<file path="src/rtl/debug_frame_receiver_if.sv">
// FIFO-style UART wrapper link: TX push and show-ahead RX pop between receiver and UART.
interface debug_frame_receiver_if;
    logic       uartDataAvailable;
    logic [7:0] uartReceivedData;
    logic       uartReadFlag;
    logic       uartWriteFlag;
    logic [7:0] uartDataToSend;

    modport master (
        input  uartDataAvailable,
        input  uartReceivedData,
        output uartReadFlag,
        output uartWriteFlag,
        output uartDataToSend
    );

    modport slave (
        output uartDataAvailable,
        output uartReceivedData,
        input  uartReadFlag,
        input  uartWriteFlag,
        input  uartDataToSend
    );
endinterface

</file>
<file path="src/rtl/debug_frame_receiver.sv">
// Host side of the debug UART link: sends a step/continue command, then
// reassembles the returned big-endian byte dump into a 32-bit capture buffer.
module debug_frame_receiver #(
    parameter int unsigned ADDR_W         = 4,
    parameter int unsigned FRAME_WORDS    = 16,
    parameter int unsigned TIMEOUT_CYCLES = 1000000,
    parameter logic [7:0]  CMD_STEP       = 8'h73,
    parameter logic [7:0]  CMD_CONT       = 8'h63
) (
    input  logic                    clock,
    input  logic                    reset,
    input  logic                    startStep,
    input  logic                    startCont,
    debug_frame_receiver_if.master  uart,
    input  logic [ADDR_W-1:0]       captureAddr,
    output logic [31:0]             captureData,
    output logic                    busy,
    output logic                    frameDone,
    output logic                    timeoutErr,
    output logic [ADDR_W:0]         wordCount
);

    localparam int unsigned DEPTH  = 1 << ADDR_W;
    localparam int unsigned WC_W   = ADDR_W + 1;
    localparam int unsigned TCNT_W = $clog2(TIMEOUT_CYCLES);

    typedef enum logic [1:0] {
        IDLE     = 2'd0,
        SEND_CMD = 2'd1,
        RECV     = 2'd2,
        DONE     = 2'd3
    } state_t;

    state_t              r_state;
    logic                r_busy;
    logic                r_frame_done;
    logic                r_timeout_err;
    logic [WC_W-1:0]     r_word_count;
    logic [1:0]          r_idx;
    logic [23:0]         r_shreg;
    logic [TCNT_W-1:0]   r_tcnt;
    logic                r_wr_flag;
    logic [7:0]          r_tx_data;
    logic [31:0]         r_buf [DEPTH];

    state_t              w_state_nxt;
    logic                w_busy_nxt;
    logic                w_frame_done_nxt;
    logic                w_timeout_err_nxt;
    logic [WC_W-1:0]     w_word_count_nxt;
    logic [WC_W-1:0]     w_word_count_inc;
    logic [1:0]          w_idx_nxt;
    logic [23:0]         w_shreg_nxt;
    logic [TCNT_W-1:0]   w_tcnt_nxt;
    logic                w_wr_flag_nxt;
    logic [7:0]          w_tx_data_nxt;
    logic                w_accept;
    logic                w_buf_we;
    logic [31:0]         w_word;

    // Next-state and registered-output computation
    always_comb begin
        w_state_nxt       = r_state;
        w_busy_nxt        = r_busy;
        w_frame_done_nxt  = 1'b0;
        w_timeout_err_nxt = r_timeout_err;
        w_word_count_nxt  = r_word_count;
        w_word_count_inc  = r_word_count + WC_W'(1);
        w_idx_nxt         = r_idx;
        w_shreg_nxt       = r_shreg;
        w_tcnt_nxt        = r_tcnt;
        w_wr_flag_nxt     = 1'b0;
        w_tx_data_nxt     = r_tx_data;
        w_accept          = 1'b0;
        w_buf_we          = 1'b0;
        w_word            = {r_shreg, uart.uartReceivedData};

        case (r_state)
            IDLE: begin
                if (startStep || startCont) begin
                    w_tx_data_nxt     = startStep ? CMD_STEP : CMD_CONT;
                    w_wr_flag_nxt     = 1'b1;
                    w_timeout_err_nxt = 1'b0;
                    w_word_count_nxt  = '0;
                    w_idx_nxt         = '0;
                    w_tcnt_nxt        = '0;
                    w_busy_nxt        = 1'b1;
                    w_state_nxt       = SEND_CMD;
                end
            end
            SEND_CMD: begin
                w_state_nxt = RECV;
            end
            RECV: begin
                if (uart.uartDataAvailable && !reset) begin
                    w_accept    = 1'b1;
                    w_shreg_nxt = {r_shreg[15:0], uart.uartReceivedData};
                    w_idx_nxt   = r_idx + 2'd1;
                    w_tcnt_nxt  = '0;
                    if (r_idx == 2'd3) begin
                        w_buf_we         = 1'b1;
                        w_word_count_nxt = w_word_count_inc;
                        if (w_word_count_inc == WC_W'(FRAME_WORDS)) begin
                            w_frame_done_nxt = 1'b1;
                            w_busy_nxt       = 1'b0;
                            w_state_nxt      = DONE;
                        end
                    end
                end else if (r_tcnt == TCNT_W'(TIMEOUT_CYCLES - 2)) begin
                    // This idle cycle brings the count to its terminal value
                    w_tcnt_nxt        = TCNT_W'(TIMEOUT_CYCLES - 1);
                    w_timeout_err_nxt = 1'b1;
                    w_busy_nxt        = 1'b0;
                    w_state_nxt       = IDLE;
                end else begin
                    w_tcnt_nxt = r_tcnt + TCNT_W'(1);
                end
            end
            DONE: begin
                w_state_nxt = IDLE;
            end
            default: begin
                w_state_nxt = IDLE;
            end
        endcase
    end

    always_ff @(posedge clock) begin
        if (reset) begin
            r_state       <= IDLE;
            r_busy        <= 1'b0;
            r_frame_done  <= 1'b0;
            r_timeout_err <= 1'b0;
            r_word_count  <= '0;
            r_idx         <= '0;
            r_shreg       <= '0;
            r_tcnt        <= '0;
            r_wr_flag     <= 1'b0;
            r_tx_data     <= '0;
        end else begin
            r_state       <= w_state_nxt;
            r_busy        <= w_busy_nxt;
            r_frame_done  <= w_frame_done_nxt;
            r_timeout_err <= w_timeout_err_nxt;
            r_word_count  <= w_word_count_nxt;
            r_idx         <= w_idx_nxt;
            r_shreg       <= w_shreg_nxt;
            r_tcnt        <= w_tcnt_nxt;
            r_wr_flag     <= w_wr_flag_nxt;
            r_tx_data     <= w_tx_data_nxt;
        end
    end

    // Capture buffer survives reset; only completed words are written
    always_ff @(posedge clock) begin
        if (w_buf_we) begin
            r_buf[r_word_count[ADDR_W-1:0]] <= w_word;
        end
    end

    assign uart.uartReadFlag   = w_accept;
    assign uart.uartWriteFlag  = r_wr_flag;
    assign uart.uartDataToSend = r_tx_data;
    assign captureData         = r_buf[captureAddr];
    assign busy                = r_busy;
    assign frameDone           = r_frame_done;
    assign timeoutErr          = r_timeout_err;
    assign wordCount           = r_word_count;

endmodule

</file>
<file path="src/flat_wrapper.sv">
// flat-port wrapper written by rule: the top's interface ports become plain ports
module debug_frame_receiver_flat 
#(
    parameter int unsigned ADDR_W         = 4,
    parameter int unsigned FRAME_WORDS    = 16,
    parameter int unsigned TIMEOUT_CYCLES = 1000000,
    parameter logic [7:0]  CMD_STEP       = 8'h73,
    parameter logic [7:0]  CMD_CONT       = 8'h63
)
  (clock, reset, startStep, startCont, captureAddr, captureData, busy, frameDone, timeoutErr, wordCount, uart_uartDataAvailable, uart_uartReceivedData, uart_uartReadFlag, uart_uartWriteFlag, uart_uartDataToSend);
  debug_frame_receiver_if uart_i ();
  input  logic clock;
  input  logic reset;
  input  logic startStep;
  input  logic startCont;
  input  logic [ADDR_W-1:0] captureAddr;
  output logic [31:0] captureData;
  output logic busy;
  output logic frameDone;
  output logic timeoutErr;
  output logic [ADDR_W:0] wordCount;
  input wire logic [$bits(uart_i.uartDataAvailable)-1:0] uart_uartDataAvailable;
  input wire logic [$bits(uart_i.uartReceivedData)-1:0] uart_uartReceivedData;
  output wire logic [$bits(uart_i.uartReadFlag)-1:0] uart_uartReadFlag;
  output wire logic [$bits(uart_i.uartWriteFlag)-1:0] uart_uartWriteFlag;
  output wire logic [$bits(uart_i.uartDataToSend)-1:0] uart_uartDataToSend;
  assign uart_i.uartDataAvailable = uart_uartDataAvailable;
  assign uart_i.uartReceivedData = uart_uartReceivedData;
  assign uart_uartReadFlag = uart_i.uartReadFlag;
  assign uart_uartWriteFlag = uart_i.uartWriteFlag;
  assign uart_uartDataToSend = uart_i.uartDataToSend;
  debug_frame_receiver #(.ADDR_W(ADDR_W), .FRAME_WORDS(FRAME_WORDS), .TIMEOUT_CYCLES(TIMEOUT_CYCLES), .CMD_STEP(CMD_STEP), .CMD_CONT(CMD_CONT)) u_core (.clock(clock), .reset(reset), .startStep(startStep), .startCont(startCont), .uart(uart_i), .captureAddr(captureAddr), .captureData(captureData), .busy(busy), .frameDone(frameDone), .timeoutErr(timeoutErr), .wordCount(wordCount));
endmodule
</file>
<file path="config.mk">
export PLATFORM = sky130hd
export DESIGN_NAME = debug_frame_receiver_flat
export DESIGN_NICKNAME = d
export VERILOG_FILES = /design/src/rtl/debug_frame_receiver_if.sv /design/src/rtl/debug_frame_receiver.sv /design/src/flat_wrapper.sv
export SDC_FILE = /design/constraint.sdc
export NUM_CORES = 1
export LEC_CHECK = 0
export BUFFER_PORTS_ARGS = -buffer_cell sky130_fd_sc_hd__buf_2
export CORE_AREA = 8 8 196 273
export CTS_BUF_LIST = sky130_fd_sc_hd__clkbuf_4 sky130_fd_sc_hd__clkbuf_8 sky130_fd_sc_hd__clkbuf_16
export DETAILED_ROUTE_END_ITERATION = 12
export DIE_AREA = 0 0 204 281
export GPL_ROUTABILITY_DRIVEN = 0
export PLACE_DENSITY_LB_ADDON = 0.1
export SYNTH_ARGS = -nofsm -noshare
export SYNTH_HDL_FRONTEND = slang
export SYNTH_SLANG_ARGS = --single-unit
</file>
<file path="constraint.sdc">
create_clock -name clock -period 7.8 [get_ports clock]
set_input_delay 1.17 -clock clock [delete_from_list [all_inputs] [get_ports clock]]
set_output_delay 1.17 -clock clock [all_outputs]
set_load 0.02 [all_outputs]
</file>
==> results.sh, run 1 <==
export IMPL_status="complete, no violations"
export IMPL_slew_violations=0
export IMPL_grt_pass1_wl_microns=73300
export IMPL_synthArstFlopShare_pct=0
export IMPL_finalSetupTns_ns=0
export IMPL_drt_initial_drc_count=723
export IMPL_synth_ff_type="edfxtp_1"
export IMPL_r2r_start="u_core.r_state[1]$_SDFFE_PP0P_"
export IMPL_postCtsSetupRepairBufs=0
export IMPL_cts_made_buffers=53
export IMPL_ys_warn_count=0
export IMPL_clockBufferDepth=3
export IMPL_dp_hpwl_microns=24800
export IMPL_pin_count=67
export IMPL_r2r_setup_slack_ns=4.35
export IMPL_grt_usage_pct=17.3
export IMPL_period_share_pct=62.9
export IMPL_synth_cell_types=49
export IMPL_die_w_microns=204
export IMPL_seq_area_sq_mm=0.0166
export IMPL_min_to="u_core.uart.uartDataToSend[4]$_SDFFE_PP0P_"
export IMPL_crit_family="buffers and inverters"
export IMPL_slew_headroom_pct=37.5
export IMPL_drcViolationCount=0
export IMPL_holdPathStages=2
export IMPL_rsz0062_at_grt="false"
export IMPL_syn_area_sq_mm=0.0220
export IMPL_antenna_found_initial=0
export IMPL_ctsHoldBuffers=0
export IMPL_required_ns=6.63
export IMPL_startpoint_type="primary input"
export IMPL_cts_tree="yes"
export IMPL_synth_edf_count=512
export IMPL_dieArea_sq_mm=0.0573
export IMPL_cpMostUsedCell="mux4_2"
export IMPL_grt_max_degree=77
export IMPL_grt_pass1_vias=11200
export IMPL_synth_seq_area_share_pct=75.3
export IMPL_antenna_cells=0
export IMPL_crit_arrival_ns=3.74
export IMPL_syn_area_per_cell_sq_um=20.5
export IMPL_cpMaxStageDelayCell="clkbuf_8"
export IMPL_syn_inst=1073
export IMPL_end_kind="output pin"
export IMPL_tightestPinTransition_ns=0.930
export IMPL_via_count=10500
export IMPL_cts_resized=0
export IMPL_hold_start="u_core.uart.uartDataToSend[4]$_SDFFE_PP0P_"
export IMPL_placed_cells=1746
export IMPL_clkSlewWorstSetupHoldPaths_ns=0.06
export IMPL_cp_max_fo=70
export IMPL_vias_per_cell=5.67
export IMPL_final_nets=1182
export IMPL_ir_drop_mv=0.157
export IMPL_rr_worst_depth=6
export IMPL_avgRoutedWirePerCell_microns=26.8
export IMPL_cp_slowest_stage_delay_ns=0.67
export IMPL_r2r_end="u_core.r_buf[15][11]$_DFFE_PP_"
export IMPL_die_h_microns=281
export IMPL_totalWireLength_microns=49400
export IMPL_fin_skew_ns=0.0148
export IMPL_start_util_pct=44.4
export IMPL_cp_num_buf_inv=3
export IMPL_multi_input_area_sq_mm=0.00527
export IMPL_io_buffers=63
export IMPL_cap_violations=0
export IMPL_finalHoldViolations=0
export IMPL_ys_seq_elements=571
export IMPL_cts_sinks=571
export IMPL_crit_type="primary input to output pin"
export IMPL_nFillCells=4039
export IMPL_firstDrtPassIters=6
export IMPL_p_leak_nw=8.71
export IMPL_fin_crit_ns=4.91
export IMPL_placed_area_sq_mm=0.0232
export IMPL_powerDensity_mw_per_mm2=250
export IMPL_total_power_mw=6.24
export IMPL_fp_row_count=97
export IMPL_worst_path_stages=5
export IMPL_crit_chain="clkbuf_8, buf_4, mux4_2, mux4_2, buf_2"
export IMPL_setup_violations=0
export IMPL_final_core_util_pct=50.5
export IMPL_clk_insertion_delay_late_ns=0.58
export IMPL_drtAntennaViolNets=0
export IMPL_root_buffer="clkbuf_16"
export IMPL_syn2layout_area_growth_pct=13.7
export IMPL_drive_gt1_share_pct=30.3
export IMPL_max_freq_mhz=204
export IMPL_final_area_sq_mm=0.0250
export IMPL_grt_overflow=0
export IMPL_htree_levels=2
export IMPL_hold_class="register to register"
export IMPL_coreArea_sq_mm=0.0495
export IMPL_fin_cells=1846
[final cells by class]
cell class	instances	share of cell area, %
sequential	571	66.2
multi-input combinational	439	21.1
clock buffer	78	6.32
clock inverter	22	1.04
inverter	6	0.0901
tap	643	3.22
timing repair buffer	87	2.08
[cell usage in the layout, fill, tap and decap left out, drive strengths merged, types with 2 or more instances in the layout]
master	instances
a21o	3
a21oi	18
a31oi	7
and2	4
and3	3
buf	86
bufinv	6
clkbuf	79
clkinv	14
conb	3
dfxtp	59
edfxtp	512
ha	7
inv	8
mux2i	2
mux4	160
nand2	44
nand2b	29
nand3	14
nand4	7
nand4b	2
nor2	40
nor2b	2
nor3	13
nor4	3
o211ai	2
o21a	3
o21ai	50
o32ai	2
or3	6
or4	3
xor2	2
[synth_stat cells (all sizes together) (2+ instances only)]
cell type	count	share of area, %
nor3	13	0.34
inv	6	0.10
dfxtp	59	5.4
o21ai	50	1.2
buf	22	0.56
nor4	3	0.15
nand2b	29	0.83
and2	4	0.11
a21oi	18	0.41
o21a	3	0.10
a21o	3	0.10
o211ai	2	0.068
xor2	2	0.080
edfxtp	512	70
nor2	40	0.68
or3	6	0.19
nand4	7	0.20
or4	3	0.12
nand4b	2	0.080
nand2	44	0.76
mux4	160	16
a31oi	7	0.20
clkbuf	37	0.63
ha	7	0.40
nor2b	2	0.057
and3	3	0.085
nand3	14	0.32
mux2i	2	0.091
o32ai	2	0.080
[how the worst max path moves through the flow]
| stage | startpoint | endpoint | slack (ns) |
|---|---|---|---|
| 2_1_floorplan | reset | u_core.r_buf[3][0]$_DFFE_PP_ | 3.18 |
| 3_3_place_gp | captureAddr[0] | captureData[14] | 2.77 |
| 3_5_place_dp | captureAddr[0] | captureData[27] | 2.76 |
| 4_1_cts | captureAddr[0] | captureData[27] | 2.76 |
| 5_1_grt | captureAddr[0] | captureData[27] | 2.65 |
| 6_report | captureAddr[0] | captureData[27] | 2.89 |
[where the power goes]
group,switching [mW],internal [mW],total (mW)
logic,0.131,0.0905,0.221
clock network,1.09,1.60,2.70
registers,0.0142,3.31,3.32
total,1.24,5.00,6.24
[per-stage QoR]
stage	setup slack, ns	hold slack [ns]
after detailed placement	2.76	0.489
final	2.89	0.506
after global placement	2.77	0.485
after global routing	2.65	0.532
after floorplan	3.18	0.468
after CTS	2.76	0.511
[kinds of logic after synthesis]
kind of cell    synth area share [%]
compound gates                  2.30
fa+ha+maj                      0.398
buf+inv                         1.30
simple gates                    4.10
xor+xnor                       0.120
other cells                   0.0171
flops                           75.3
mux                             16.5
[worst register-to-register path, delay by kind of cell, from the launching register on]
kind	cells	cell delay [ns]
buf+inv	2	1.03
flops	1	0.43
simple gates	4	1.62
[layer usage]
| metal | vias up | track usage, % | routed length, microns |
|---|---|---|---|
| li1 | 4570 | - | - |
| met1 | 5583 | 23.3 | 21200 |
| met2 | 249 | 29.5 | 25300 |
| met3 | 64 | 2.26 | 2000 |
| met4 | 0 | 4.83 | 998 |
| met5 | - | 0 | 0 |
[flip-flops by register name, summed over array words and instances (netlist names)]
register / flops
u_core.frameDone: 1
u_core.r_buf: 512
u_core.busy: 1
u_core.uart.uartWriteFlag: 1
u_core.wordCount: 5
u_core.timeoutErr: 1
u_core.r_shreg: 24
u_core.r_tcnt: 20
u_core.r_idx: 2
u_core.uart.uartDataToSend: 2
u_core.r_state: 2
Power figures use the tool's default switching activity.
==> run 2: changes to the inputs <==
==> constraint.sdc (replaced) <==
create_clock -name clock -period 4.5 [get_ports clock]
set_input_delay 0.675 -clock clock [delete_from_list [all_inputs] [get_ports clock]]
set_output_delay 0.675 -clock clock [all_outputs]
set_load 0.02 [all_outputs]
==> run 2 against run 1 <==
Compared with the run above: wire length is 1.0% higher; combinational power is 80% higher; sequential power is 73% higher; sequential share of layout area down 0.33 points; critical path depth is the same; count of clock-buffer cells in the layout is 2 higher; clock power up 66%; worst hold slack worse by 0.11 ns; non-clock buffer count grew 10; final cell count up 0.54%; clock skew grew 0.0016 ns; first-iteration DRC count is 10% higher; critical path type unchanged.
==> results.sh, run 2 (synthesis results as in run 1) <==
export IMPL_status="complete, no violations"
export IMPL_coreArea_sq_mm=0.0495
export IMPL_cap_violations=0
export IMPL_grt_usage_pct=17.7
export IMPL_p_leak_nw=8.76
export IMPL_pin_count=67
export IMPL_grt_pass1_vias=11400
export IMPL_io_buffers=63
export IMPL_crit_type="primary input to output pin"
export IMPL_cp_max_fo=33
export IMPL_tightestPinTransition_ns=0.799
export IMPL_die_h_microns=281
export IMPL_ir_drop_mv=0.308
export IMPL_slew_violations=0
export IMPL_powerDensity_mw_per_mm2=423
export IMPL_period_share_pct=74.7
export IMPL_dp_hpwl_microns=27000
export IMPL_pwr_share_clk_pct=42.1
export IMPL_fin_skew_ns=0.0164
export IMPL_postCtsSetupRepairBufs=0
export IMPL_end_kind="output pin"
export IMPL_clk_insertion_delay_late_ns=0.58
export IMPL_drive_gt1_share_pct=30.8
export IMPL_cts_made_buffers=54
export IMPL_drcViolationCount=0
export IMPL_required_ns=3.83
export IMPL_avgRoutedWirePerCell_microns=26.9
export IMPL_startpoint_type="primary input"
export IMPL_grt_max_degree=53
export IMPL_crit_arrival_ns=2.69
export IMPL_via_count=10500
export IMPL_dieArea_sq_mm=0.0573
export IMPL_fp_row_count=97
export IMPL_seq_area_sq_mm=0.0166
export IMPL_root_buffer="clkbuf_16"
export IMPL_hold_class="primary input to register"
export IMPL_switchingPower_mw=2.14
export IMPL_ctsHoldBuffers=0
export IMPL_start_util_pct=44.4
export IMPL_syn2layout_area_growth_pct=14.3
export IMPL_cts_sinks=571
export IMPL_firstDrtPassIters=5
export IMPL_vias_per_cell=5.68
export IMPL_antenna_cells=0
export IMPL_setup_violations=0
export IMPL_comb_power_share_pct=3.7
export IMPL_grt_overflow=0
export IMPL_finalSetupTns_ns=0
export IMPL_slew_headroom_pct=46.6
export IMPL_cts_resized=0
export IMPL_sw_frac_of_total_pct=20.2
export IMPL_finalHoldViolations=0
export IMPL_drt_initial_drc_count=796
export IMPL_max_freq_mhz=297
export IMPL_final_nets=1193
export IMPL_totalWireLength_microns=49900
export IMPL_grt_pass1_wl_microns=75100
export IMPL_largest_reg_flops=512
export IMPL_dpl_worst_slack_ns=1.05
export IMPL_multi_input_area_sq_mm=0.00527
export IMPL_cts_tree="yes"
export IMPL_final_common_cell="edfxtp_1"
export IMPL_nFillCells=4030
export IMPL_clockBufferDepth=3
export IMPL_drtAntennaViolNets=0
export IMPL_rsz0062_at_grt="false"
export IMPL_worst_slack_ns=1.14
export IMPL_fin_crit_ns=3.36
export IMPL_pwr_share_seq_pct=54.2
export IMPL_antenna_found_initial=0
export IMPL_clkSlewWorstSetupHoldPaths_ns=0.06
export IMPL_internal_power_mw=8.49
export IMPL_mostFrequentLayoutCells="512 x edfxtp_1, 160 x mux4_2, 61 x buf_2, 59 x dfxtp_1, 57 x clkbuf_16"
export IMPL_htree_levels=2
export IMPL_die_w_microns=204
==> run 2: cell count changes in the layout (fill, tap and decap cells not counted), sizes merged <==
cell,before,now
buf,86,96
inv,8,6
clkinv,14,18
clkbuf,79,81
bufinv,6,2
==> run 2: final timing paths <==
check                                             start                                    endpoint  slack (ns)  cells past startpoint
min reg2reg  u_core.uart.uartDataToSend[4]$_SDFFE_PP0P_  u_core.uart.uartDataToSend[4]$_SDFFE_PP0P_        0.50                      2
max reg2reg              u_core.r_state[1]$_SDFFE_PP0P_                u_core.r_buf[5][1]$_DFFE_PP_        1.81                      5
min                                           startStep  u_core.uart.uartDataToSend[4]$_SDFFE_PP0P_        0.40                      3
max                                      captureAddr[0]                              captureData[9]        1.14                      5
==> run 2: worst max-delay path, cell delays in order <==
cell,delay (ns)
clkbuf_8,0.36
buf_12,0.34
mux4_2,0.54
mux4_2,0.51
buf_2,0.19
==> run 2: area by class of cell <==
class                           count  area share [%]
Inverter                            6          0.0896
Sequential cell                   571            65.9
Timing Repair Buffer               97            2.91
Tap cell                          643            3.20
Clock buffer                       80            6.41
Clock inverter                     20           0.563
Multi-Input combinational cell    439            20.9
==> run 2: through the flow <==
step                      hold WS [ns]  instance area (sq um)  util [%]  total power [mW]  instances
after floorplan                  0.468                  22000         -              6.15       1075
after global placement           0.485                  23400      47.2              6.28       1756
after detailed placement         0.494                  23400      47.2              6.28       1756
after CTS                        0.363                  25100      50.8              10.8       1856
after global routing             0.398                  25100      50.8              11.0       1856
final                            0.397                  25100      50.8              10.6       1856
==> run 2: per-layer routing <==
metal  track usage [%]  vias up  routed length [microns]  share of wire, %
met1              23.7     5634                    21200                42
met5                 0        -                        0                 0
met2              30.6      246                    25900                52
met4              4.16        0                      788               1.6
met3              2.53       60                     2110               4.2
li1                  -     4605                        -                 -
==> run 2: power by group through the flow <==
| stage | registers (mW) | clock network (mW) | logic [mW] |
|---|---|---|---|
| 3_3_place_gp | 5.88 | 0 | 0.407 |
| 6_report | 5.76 | 4.48 | 0.397 |
| 4_1_cts | 5.76 | 4.60 | 0.409 |
| 5_1_grt | 5.76 | 4.80 | 0.432 |
| 3_5_place_dp | 5.88 | 0 | 0.408 |
| 2_1_floorplan | 5.87 | 0 | 0.273 |
==> run 3: changes to the inputs <==
==> constraint.sdc (replaced) <==
create_clock -name clock -period 3.1 [get_ports clock]
set_input_delay 0.465 -clock clock [delete_from_list [all_inputs] [get_ports clock]]
set_output_delay 0.465 -clock clock [all_outputs]
set_load 0.02 [all_outputs]
==> run 3 against run 2 <==
Compared with the run above: sequential cell count is the same; via count grew 0.87%; critical endpoint is now captureData[21]; first-iteration DRC count grew 4.4%; global-route usage is essentially flat; sequential share of layout area shrank 1.0 points; wire length grew 0.83%; critical path depth is the same; cell area grew 1.6%; largest power group unchanged; clock power grew 54%; register-to-register slack lost 1.2 ns; total power grew 49%.
==> results.sh, run 3 (synthesis results as in run 1) <==
export IMPL_antenna_found_initial=0
export IMPL_pin_count=67
export IMPL_antenna_cells=0
export IMPL_hold_class="primary input to register"
export IMPL_cts_tree="yes"
export IMPL_seq_area_sq_mm=0.0166
export IMPL_dieArea_sq_mm=0.0573
export IMPL_gr_usage_met3_pct=2.94
export IMPL_ir_drop_mv=0.391
export IMPL_htree_levels=2
export IMPL_slew_violations=0
export IMPL_via_count=10600
export IMPL_mostFrequentLayoutCells="512 x edfxtp_1, 160 x mux4_2, 61 x buf_2, 59 x dfxtp_1, 57 x clkbuf_16"
export IMPL_startpoint="captureAddr[0]"
export IMPL_fp_row_count=97
export IMPL_switchingPower_mw=3.20
export IMPL_crit_type="primary input to output pin"
export IMPL_pwr_share_seq_pct=52.7
export IMPL_cp_max_fo=35
export IMPL_r2r_start="u_core.r_state[1]$_SDFFE_PP0P_"
export IMPL_slew_headroom_pct=46.1
export IMPL_vias_per_cell=5.72
export IMPL_internal_power_mw=12.7
export IMPL_final_nets=1198
export IMPL_largest_reg_flops=512
export IMPL_p_leak_nw=8.86
export IMPL_ctsHoldBuffers=0
export IMPL_drcViolationCount=0
export IMPL_tightestPinTransition_ns=0.807
export IMPL_fin_cells=1860
export IMPL_period_share_pct=86.1
export IMPL_postCtsSetupRepairBufs=0
export IMPL_nFillCells=3957
export IMPL_sw_frac_of_total_pct=20.2
export IMPL_rsz0062_at_grt="false"
export IMPL_finalHoldViolations=0
export IMPL_root_buffer="clkbuf_16"
export IMPL_use_met2_pct=30.8
export IMPL_dp_hpwl_microns=27200
export IMPL_placed_cells=1760
export IMPL_end_kind="output pin"
export IMPL_crit_arrival_ns=2.20
export IMPL_clk_insertion_delay_late_ns=0.59
export IMPL_totalWireLength_microns=50400
export IMPL_worstSetupEndpoint="captureData[21]"
export IMPL_pwr_share_clk_pct=43.5
export IMPL_status="complete, no violations"
export IMPL_drt_initial_drc_count=831
export IMPL_setup_violations=0
export IMPL_die_w_microns=204
export IMPL_comb_power_share_pct=3.8
export IMPL_startpoint_type="primary input"
export IMPL_r2r_setup_slack_ns=0.63
export IMPL_r2r_end="u_core.r_buf[11][31]$_DFFE_PP_"
export IMPL_fin_skew_ns=0.0189
export IMPL_grt_pass1_wl_microns=75000
export IMPL_drtAntennaViolNets=0
export IMPL_rr_worst_depth=5
export IMPL_clockBufferDepth=3
export IMPL_grt_overflow=0
export IMPL_powerDensity_mw_per_mm2=621
export IMPL_required_ns=2.63
export IMPL_avgRoutedWirePerCell_microns=27.1
export IMPL_coreArea_sq_mm=0.0495
export IMPL_start_util_pct=44.4
export IMPL_cts_resized=0
export IMPL_drive_gt1_share_pct=31.2
export IMPL_clkSlewWorstSetupHoldPaths_ns=0.06
export IMPL_fin_crit_ns=2.67
export IMPL_grt_max_degree=53
export IMPL_grt_busiest_layer="met2"
export IMPL_final_common_cell="edfxtp_1"
export IMPL_cts_made_buffers=55
export IMPL_cap_violations=0
export IMPL_grt_usage_pct=17.8
export IMPL_max_freq_mhz=375
export IMPL_finalSetupTns_ns=0
export IMPL_firstDrtPassIters=5
export IMPL_die_h_microns=281
export IMPL_grt_pass1_vias=11200
export IMPL_io_buffers=63
export IMPL_cts_sinks=571
export IMPL_multi_input_area_sq_mm=0.00529
export IMPL_use_met1_pct=23.1
export IMPL_syn2layout_area_growth_pct=16.1
==> run 3: cell count changes in the layout (fill, tap and decap cells not counted), moves of 4 or more <==
| cell | previous run | this run |
|---|---|---|
| clkbuf_8 | 3 | 8 |
| nor3_4 | 0 | 4 |
| nor3_2 | 6 | 2 |
| clkbuf_4 | 21 | 15 |
| buf_4 | 23 | 9 |
| buf_12 | 12 | 29 |
==> run 3: stage by stage <==
stage	total power, mW	cell area, sq um	worst slack (ns)	hold slack, ns	util, %
final	15.9	25500	0.432	0.199	51.6
after global routing	16.4	25500	0.355	0.192	51.6
after CTS	16.0	25500	0.385	0.165	51.6
after floorplan	8.92	22000	0.0410	0.468	-
after detailed placement	9.14	23700	0.388	0.493	47.8
after global placement	9.14	23700	0.398	0.476	47.8
==> run 3: cell type report <==
cell class	instances	share of cell area, %
clock inverter	21	0.956
inverter	6	0.0882
tap	643	3.15
sequential	571	64.8
clock buffer	79	6.41
timing repair buffer	101	3.83
multi-input combinational	439	20.7
==> run 3: power groups by stage <==
| stage | sequential, mW | clock (mW) | combinational (mW) |
|---|---|---|---|
| 2_1_floorplan | 8.53 | 0 | 0.396 |
| 3_3_place_gp | 8.53 | 0 | 0.612 |
| 3_5_place_dp | 8.53 | 0 | 0.615 |
| 4_1_cts | 8.36 | 7.05 | 0.616 |
| 5_1_grt | 8.36 | 7.35 | 0.646 |
| 6_report | 8.36 | 6.90 | 0.596 |
==> run 3: how the worst min path moves through the flow <==
stage          slack [ns]  depth (start not counted)                                  startpoint                                    endpoint
2_1_floorplan        0.47                          2              u_core.r_tcnt[17]$_SDFFE_PP0P_              u_core.r_tcnt[17]$_SDFFE_PP0P_
3_5_place_dp         0.49                          2              u_core.r_tcnt[17]$_SDFFE_PP0P_              u_core.r_tcnt[17]$_SDFFE_PP0P_
4_1_cts              0.17                          3                                   startStep  u_core.uart.uartDataToSend[4]$_SDFFE_PP0P_
3_3_place_gp         0.48                          2  u_core.uart.uartDataToSend[4]$_SDFFE_PP0P_  u_core.uart.uartDataToSend[4]$_SDFFE_PP0P_
6_report             0.20                          3                      uart_uartDataAvailable                u_core.r_idx[1]$_SDFFE_PP0P_
5_1_grt              0.19                          3                      uart_uartDataAvailable                u_core.r_idx[1]$_SDFFE_PP0P_
==> run 3: worst max-delay path, stage by stage <==
cell and delay, ns:
clkbuf_8 0.15, buf_12 0.28, mux4_2 0.56, mux4_2 0.53
buf_2 0.19
==> run 3: per-layer routing <==
metal	vias to the layer above	wire, microns
met5	-	0
met4	0	1120
met3	73	2520
met2	281	26100
met1	5670	20600
li1	4613	-
